$ cat src/rtl/note_recorder.sv
// Keypad record/playback sequencer: run-length {note, octave, length_ms} buffer.
// Define NOTE_RECORDER_LOOP_EN to make playback wrap to the first entry until play drops.
module note_recorder #(
  parameter int DEPTH = 64,
  parameter int LEN_W = 16,
  localparam int ADDR_W = $clog2(DEPTH)
) (
  input  logic              clk,
  input  logic              rst_n,
  input  logic              tick_1ms,
  input  logic [3:0]        key_note,
  input  logic [3:0]        key_octave,
  input  logic              rec,
  input  logic              play,
  output logic [3:0]        note,
  output logic [3:0]        octave,
  output logic              recording,
  output logic              playing,
  output logic              full,
  output logic [ADDR_W:0]   count
);

  typedef enum logic [1:0] {S_IDLE, S_REC, S_PLAY} state_t;

  localparam int ENT_W = 8 + LEN_W;
  localparam logic [LEN_W-1:0] LEN_MAX = '1;
  localparam logic [ADDR_W:0]  CNT_FULL = (ADDR_W+1)'(DEPTH);

  state_t            r_state, w_state_next;
  logic [7:0]        r_cur, w_cur_next;
  logic [LEN_W-1:0]  r_len, w_len_next;
  logic [ADDR_W-1:0] r_ptr, w_ptr_next;
  logic [LEN_W-1:0]  r_elapsed, w_el_next;
  logic [ENT_W-1:0]  r_mem [DEPTH];
  logic [ENT_W-1:0]  r_rd;
  logic              r_play_done;
  logic [3:0]        r_note, r_octave;
  logic              r_recording, r_playing, r_full;
  logic [ADDR_W:0]   r_count;

  logic [7:0]        w_key;
  logic [LEN_W-1:0]  w_len_inc, w_el_inc, w_rd_len, w_commit_len;
  logic              w_commit, w_wr_en, w_drop, w_last, w_done_set, w_rec_start;

  assign w_key     = {key_note, key_octave};
  assign w_len_inc = r_len + LEN_W'(tick_1ms);
  assign w_el_inc  = r_elapsed + 1'b1;
  assign w_rd_len  = r_rd[LEN_W-1:0];
  assign w_last    = ((ADDR_W+1)'(r_ptr) + 1'b1) == r_count;
  // Zero-length entries (key changed inside one ms) are never stored.
  assign w_wr_en   = w_commit && (w_commit_len != '0) && (r_count != CNT_FULL);
  assign w_drop    = w_commit && (w_commit_len != '0) && (r_count == CNT_FULL);

  always_comb begin
    w_state_next = r_state;
    w_commit     = 1'b0;
    w_commit_len = w_len_inc;
    w_cur_next   = r_cur;
    w_len_next   = r_len;
    w_ptr_next   = r_ptr;
    w_el_next    = r_elapsed;
    w_done_set   = 1'b0;
    w_rec_start  = 1'b0;
    case (r_state)
      S_IDLE: begin
        if (rec) begin
          w_state_next = S_REC;
          w_rec_start  = 1'b1;
          w_cur_next   = w_key;
          w_len_next   = '0;
        end else if (play && (r_count != '0) && !r_play_done) begin
          w_state_next = S_PLAY;
          w_ptr_next   = '0;
          w_el_next    = '0;
        end
      end
      S_REC: begin
        if (!rec) begin
          w_commit     = 1'b1;
          w_state_next = S_IDLE;
        end else if (w_key != r_cur) begin
          w_commit   = 1'b1;
          w_cur_next = w_key;
          w_len_next = '0;
        end else if (tick_1ms && (w_len_inc == LEN_MAX)) begin
          // Saturated run is split into consecutive entries of the same key.
          w_commit   = 1'b1;
          w_len_next = '0;
        end else begin
          w_len_next = w_len_inc;
        end
      end
      S_PLAY: begin
        if (!play) begin
          w_state_next = S_IDLE;
        end else if (tick_1ms) begin
          if (w_el_inc == w_rd_len) begin
            w_el_next = '0;
            if (w_last) begin
`ifdef NOTE_RECORDER_LOOP_EN
              w_ptr_next = '0;
`else
              w_state_next = S_IDLE;
              w_done_set   = 1'b1;
`endif
            end else begin
              w_ptr_next = r_ptr + 1'b1;
            end
          end else begin
            w_el_next = w_el_inc;
          end
        end
      end
      default: w_state_next = S_IDLE;
    endcase
  end

  always_ff @(posedge clk) begin
    if (!rst_n) r_state <= S_IDLE;
    else        r_state <= w_state_next;
  end

  always_ff @(posedge clk) begin
    if (!rst_n) begin
      r_cur       <= '0;
      r_len       <= '0;
      r_ptr       <= '0;
      r_elapsed   <= '0;
      r_play_done <= 1'b0;
      r_note      <= '0;
      r_octave    <= '0;
      r_recording <= 1'b0;
      r_playing   <= 1'b0;
      r_full      <= 1'b0;
      r_count     <= '0;
    end else begin
      r_cur     <= w_cur_next;
      r_len     <= w_len_next;
      r_ptr     <= w_ptr_next;
      r_elapsed <= w_el_next;
      if (w_rec_start) begin
        r_count <= '0;
        r_full  <= 1'b0;
      end else if (w_wr_en) begin
        r_count <= r_count + 1'b1;
        r_full  <= (r_count + 1'b1) == CNT_FULL;
      end else if (w_drop) begin
        r_full  <= 1'b1;
      end
      // Holding play after a one-shot pass must not restart it.
      if (!play)           r_play_done <= 1'b0;
      else if (w_done_set) r_play_done <= 1'b1;
      r_recording <= (w_state_next == S_REC);
      r_playing   <= (w_state_next == S_PLAY);
      if (w_state_next == S_REC)
        {r_note, r_octave} <= w_key;
      else if (w_state_next == S_PLAY && r_state == S_PLAY)
        {r_note, r_octave} <= r_rd[ENT_W-1:LEN_W];
      else
        {r_note, r_octave} <= '0;
    end
  end

  // Read address is the next pointer so r_rd lines up with r_ptr.
  always_ff @(posedge clk) begin
    if (w_wr_en) r_mem[r_count[ADDR_W-1:0]] <= {r_cur, w_commit_len};
    r_rd <= r_mem[w_ptr_next];
  end

  assign note      = r_note;
  assign octave    = r_octave;
  assign recording = r_recording;
  assign playing   = r_playing;
  assign full      = r_full;
  assign count     = r_count;

endmodule

$ cat config.mk
export PLATFORM = sky130hd
export DESIGN_NAME = note_recorder
export DESIGN_NICKNAME = d
export VERILOG_FILES = /design/src/rtl/note_recorder.sv
export SDC_FILE = /design/constraint.sdc
export NUM_CORES = 2
export LEC_CHECK = 0
export CAP_MARGIN = 5
export CORE_MARGIN = 2
export CORE_UTILIZATION = 39
export DETAILED_ROUTE_END_ITERATION = 10
export PLACE_DENSITY_LB_ADDON = 0.05
export SLEW_MARGIN = 10
export SYNTH_ARGS = -nofsm -noshare
export SYNTH_HDL_FRONTEND = slang
export SYNTH_SLANG_ARGS = --single-unit
export TNS_END_PERCENT = 50
$ cat constraint.sdc
create_clock -name clk -period 13.39 [get_ports clk]
set_input_delay 2.678 -clock clk [delete_from_list [all_inputs] [get_ports clk]]
set_output_delay 2.678 -clock clk [all_outputs]
set_load 0.05 [all_outputs]
== Word level (Yosys, flattened, before mapping) ==
Memories as Yosys holds them, arrays and structs flattened. A register that Yosys moved wholly into a read port is not among the register bits.
Cells that the tools add are included.
Storage, ports and cells
  flip-flop bits (word level): 67
  bits in writable memories: 1536
  logic and storage cells: 105
  output and inout bits: 18
  input port bits: 13
  memories: 1
Memories
  r_mem: words 64, width 24, rd ports 1, clocked after memory_dff 1, write ports 1, RTL line 34  | logic [ENT_W-1:0] r_mem [DEPTH];
Operators by class
  multiplexer cells: 49
  reductions and logical operators: 19
  bitwise logic cells: 1
  equality and inequality tests: 18
  $add $sub $neg: 5
Operators by type and width (count)
  $mux 16: 9
  $pmux 16 s2: 2
  $mux 6: 6
  $mux 8: 3
  $add 16x1->16: 1
  $add 16x1->16 const B: 1
  $eq 16x16->1: 1
  $eq 16x16->1 const B: 1
  $mux 4: 4
  $pmux 8 s2: 1
  $reduce_bool 16->1: 1
  $mux 1: 15
  $eq 7x7->1 const B: 2
  $mux 2: 7
  $ne 2x2->1 const B: 7
  $pmux 6 s2: 1
  $ne 8x8->1: 1
  $add 6x1->7 const B: 1
  $add 7x1->7 const B: 1
  $eq 7x7->1: 1
  $logic_and 1x1->1: 7
  $ne 7x7->1 const B: 1
  $reduce_bool 7->1: 1
  $add 6x1->6 const B: 1
  12 further kinds: 16

== Depth between registers and ports, before layout ==
  word-level depth: 11
  gate-level depth with buffers: 17
  mapped depth without buffers: 14

== Worst setup path after synthesis ==
Ideal clock, no wire load.
  kind: in2reg
  start point: in tick_1ms
  end point: mem r_mem[57][0] in the netlist's numbering, enable pin
  required time: 12.985 ns
  cell stages on the path: 14
  path slack: 5.154 ns
  library setup time: 0.405 ns
  path buffers: 0
  data arrival time: 7.832 ns
  cells stage by stage: ha_1 ha_1 nand2_1 nor3_1 nand2_1 xnor2_1 nand2_1 nor2_1 a31o_2 and2_1 nand2_1 nor2_1 nand3_1 nor2_1
On the way
  longest elaborated chain between the ends: 11
  elaborated cells between the ends (all ways): 12
  classes of those cells: add/sub: 1; eq/ne: 1; mux: 6; reduce/logical: 4
RTL lines
  from (decl): RTL line 10  | input logic tick_1ms,
  $add 16x1->16 (*): RTL line 46  | assign w_len_inc = r_len + LEN_W'(tick_1ms);
  via w_commit_len[14]: RTL line 42  | logic [LEN_W-1:0] w_len_inc, w_el_inc, w_rd_len, w_commit_len;
  $eq 16x16->1: RTL line 85  | end else if (tick_1ms && (w_len_inc == LEN_MAX)) begin
  $logic_and 1x1->1: RTL line 85
  $mux 1: RTL line 85
  $mux 1: RTL line 81  | end else if (w_key != r_cur) begin
  $mux 1: RTL line 78  | if (!rec) begin
  $mux 1: RTL line 64  | case (r_state)
  $logic_and 1x1->1 (*) (2 in a row): RTL line 51  | assign w_wr_en = w_commit && (w_commit_len != '0) && (r_count != CNT_FULL);
  $mux 1 (*): RTL line 166  | if (w_wr_en) r_mem[r_count[ADDR_W-1:0]] <= {r_cur, w_commit_len};
  $mux 1 (implied by the code) (*): RTL line 166
  to (decl): RTL line 34
Mark *: on every way through the listed nets, which the timed path passes. The rest lies on a longest branch.

== Worst setup path in the final report ==
  start point: in tick_1ms
  end point: mem r_mem[19][18] in the netlist's numbering, enable pin
The elaborated chain is that of the path after synthesis.

==> flow_summary.yaml <==
run_status:
  status: "completed"
die:
  ios: 31
  die_y_um: 416
  die_w_um: 416
  dieArea_um2: 173000
  rows: 151
  initial_core_util: 0.392
  core_um2: 169000
sta:
  hold_viol_final: 0
  slew_headroom: 0.186
  rsz0062_at_grt: "false"
  finalClockSkew_ns: 0.0323
  max_freq_ghz: 0.125
  finalCritPeriodShare: 0.599
  min_period_ns: 8.02
  worst_pin_slew_ns: 1.22
  drv_slew: 0
  setup_viol: 0
  fin_ws_ns: 5.37
  fin_setup_tns_ns: 0
pwr:
  total_power_mw: 10.4
  netSwitchingFraction: 0.205
  peakVddDrop_v: 0.000136
  p_sw_mw: 2.13
  p_leak_nw: 24.6
  p_per_area_nw_per_um2: 138
  share_seq_of_total_power: 0.533
  power_frac_clock: 0.458
  combPwrFrac: 0.009
  internal_power_mw: 8.25
setup_path:
  r2r-end: "r_rd[0]$_DFF_P_"
  start_kind: "input pin"
  critPathCaptureType: "flip-flop"
  ff2ff_setup_slack_ns: 6.70
  worstSetupPathType: "input pin to flip-flop"
  cp.arrival_ns: 8.45
  critPathLaunch: "tick_1ms"
  required_ns: 13.82
  worstReg2RegStart: "r_elapsed[4]$_SDFFE_PN0P_"
  r2r_cells: 13
  critPathMaxFanout: 68
grt:
  grt_pass1_vias: 39500
  grt_max_degree: 159
  track_usage: 0.245
  overflow: 0
  antenna_found_initial: 8
  grt_pass1_wl_mm: 305
final_layout:
  fin_nets: 5057
  drive_gt1_frac: 0.111
  fillCellCount: 15400
  area_growth_pct: 13.4
clocking:
  hold_buffers: 0
  clk_latency_ns: 0.83
  postCtsSetupBuffers: 0
  cts_sinks: 1627
  clkTransAtPathRegs_ns: 0.06
  ctsResizeCount: 0
  ctsLongestPathBuffers: 3
  clockRootBuffer: "clkbuf_16"
  tritoncts: "yes"
  numCtsBuffers: 178
  cts_htree_levels: 4
min_path:
  min_from: "r_play_done$_SDFFE_PN0P_"
  hold_end: "r_play_done$_SDFFE_PN0P_"
  hold_path_class: "flip-flop to flip-flop"
  hold_depth: 2
synth:
  synth-seq-area-share: 0.724
  synth.top_cell.area_share: 0.696
  synth-main-ff-cell: "edfxtp_1"
  synth_cells: 5012
  synthTopCellsByArea: "edfxtp_1 70%, nand2_1 6.7%, dfxtp_1 2.8%, nand3_1 2.4%, mux2i_1 2.4%"
  post-synth-top-area-cell: "edfxtp_1"
  synthTopCellsByCount: "1536 x edfxtp_1, 1186 x nand2_1, 320 x nand3_1"
  synthArstFlopShare: 0
  yosysMostFrequentCell: "edfxtp_1"
  ys_warn_count: 0
  ys_ff_latch: 1627
  ys_types: 86
  syn_area_per_cell_um2: 13.2
  syn_nets: 5031
  syn-cell-area_um2: 66200
  synth_edf_count: 1536
flow_run:
  cap_violations: 0
placement:
  place_ws_ns: 4.56
  gp_congestion: 0.849
  hpwl_mm: 119
  port_buffers: 30
route:
  drc_errors: 0
  routedWlPerCell_um: 28.9
  dr.pass1.iters: 7
  routed_wl_mm: 214
  vias_per_cell: 5.62
  antenna_left: 0
  drt-initial-drc-count: 4227
  vias: 41600
## area by class of cell
| class | count | area [um^2] | share of cell area |
|---|---|---|---|
| inverter | 11 | 41.3 | 0.000550 |
| clock buffer | 243 | 4840 | 0.0645 |
| tap | 2218 | 2780 | 0.0369 |
| clock inverter | 90 | 709 | 0.00945 |
| sequential | 1627 | 48000 | 0.639 |
| antenna | 6 | 15.0 | 0.000200 |
| multi-input combinational | 3036 | 17200 | 0.230 |
| timing repair buffer | 184 | 1520 | 0.0202 |
## sequential cells by signal, summed over array words and instances (netlist names)
register,flops
note,4
r_mem,1536
r_state,2
r_elapsed,16
r_len,16
count,7
r_ptr,6
full,1
r_play_done,1
playing,1
r_cur,8
octave,4
r_rd,24
recording,1
## power by group through the flow
| stage | clock network [mW] | registers (mW) | logic (mW) |
|---|---|---|---|
| final | 4.76 | 5.53 | 0.0910 |
| after global routing | 5.05 | 5.53 | 0.0965 |
| after global placement | 0 | 5.64 | 0.0917 |
| after CTS | 4.85 | 5.53 | 0.0922 |
| after floorplan | 0 | 5.65 | 0.0231 |
| after detailed placement | 0 | 5.64 | 0.0920 |
## critical path, cell delays in order
cell and delay, ns:
clkdlybuf4s50_1 0.62, ha_4 0.19, ha_4 0.17, nand2_1 0.08
nor3_1 0.55, and3_1 0.34, xor2_4 0.14, buf_4 0.60
nand4b_1 0.18, nor2_1 0.14, a31o_2 0.21, and2_1 0.16
nand2_1 0.14, nor2_1 0.24, nand3_1 0.88, nor2_4 1.07
## metal layers
layer  vias to the layer above  wire (um)  track usage
met3                       206      12400       0.0347
met2                      1207      97200        0.375
met5                         -          0            0
li1                      18800          -            -
met1                     21400     100000        0.368
met4                         0       4280       0.0586
## cells in the final DEF (no fill, tap or decap), types with 12 or more instances in the layout
| cell | n |
|---|---|
| clkinv_1 | 39 |
| edfxtp_1 | 1536 |
| a22oi_1 | 67 |
| o311ai_0 | 23 |
| nand2_1 | 1185 |
| nor2_4 | 21 |
| clkinv_2 | 31 |
| o32a_1 | 23 |
| mux2i_1 | 158 |
| nor2_2 | 45 |
| a31oi_1 | 75 |
| a22o_1 | 32 |
| a21o_1 | 47 |
| o211ai_2 | 21 |
| dfxtp_1 | 82 |
| o21ai_0 | 62 |
| xor2_1 | 12 |
| or3_1 | 53 |
| clkdlybuf4s50_1 | 30 |
| a32oi_1 | 47 |
| clkbuf_16 | 183 |
| a221oi_1 | 48 |
| and3_1 | 111 |
| nand3_1 | 320 |
| nor2_1 | 75 |
| nor3_1 | 93 |
| mux2_2 | 26 |
| nand4_1 | 32 |
| a21oi_1 | 286 |
| clkbuf_1 | 56 |
| xnor2_1 | 22 |
| buf_4 | 149 |
## kinds of logic after synthesis
kind of cell,count (synthesis),synth area share
XOR/XNOR,51,0.00697
AO/OA/AOI/OAI,788,0.0812
flip-flops,1627,0.724
adder cells (fa/ha/maj),6,0.00113
AND/OR/NAND/NOR,2007,0.134
buffers and inverters,349,0.0245
multiplexers,184,0.0283
## worst max path at each step
stage	to	slack [ns]	depth (start not counted)
6_report	r_mem[19][18]$_DFFE_PP_	5.37	16
5_1_grt	r_mem[2][4]$_DFFE_PP_	5.02	16
4_1_cts	r_mem[3][0]$_DFFE_PP_	5.42	16
3_5_place_dp	r_mem[3][3]$_DFFE_PP_	4.56	16
3_3_place_gp	r_mem[3][18]$_DFFE_PP_	4.50	16
2_1_floorplan	r_mem[57][0]$_DFFE_PP_	5.15	14
## stage by stage
| stage | utilization | cells | instance area (um^2) | hold WS [ns] |
|---|---|---|---|---|
| 2_1_floorplan | - | 5012 | 66200 | 0.420 |
| 3_3_place_gp | 0.411 | 7076 | 69500 | 0.453 |
| 3_5_place_dp | 0.411 | 7076 | 69500 | 0.471 |
| 4_1_cts | 0.444 | 7409 | 75100 | 0.488 |
| 5_1_grt | 0.444 | 7409 | 75100 | 0.538 |
| 6_report | 0.444 | 7415 | 75100 | 0.488 |
No activity file was read; power rests on OpenSTA's default activity.
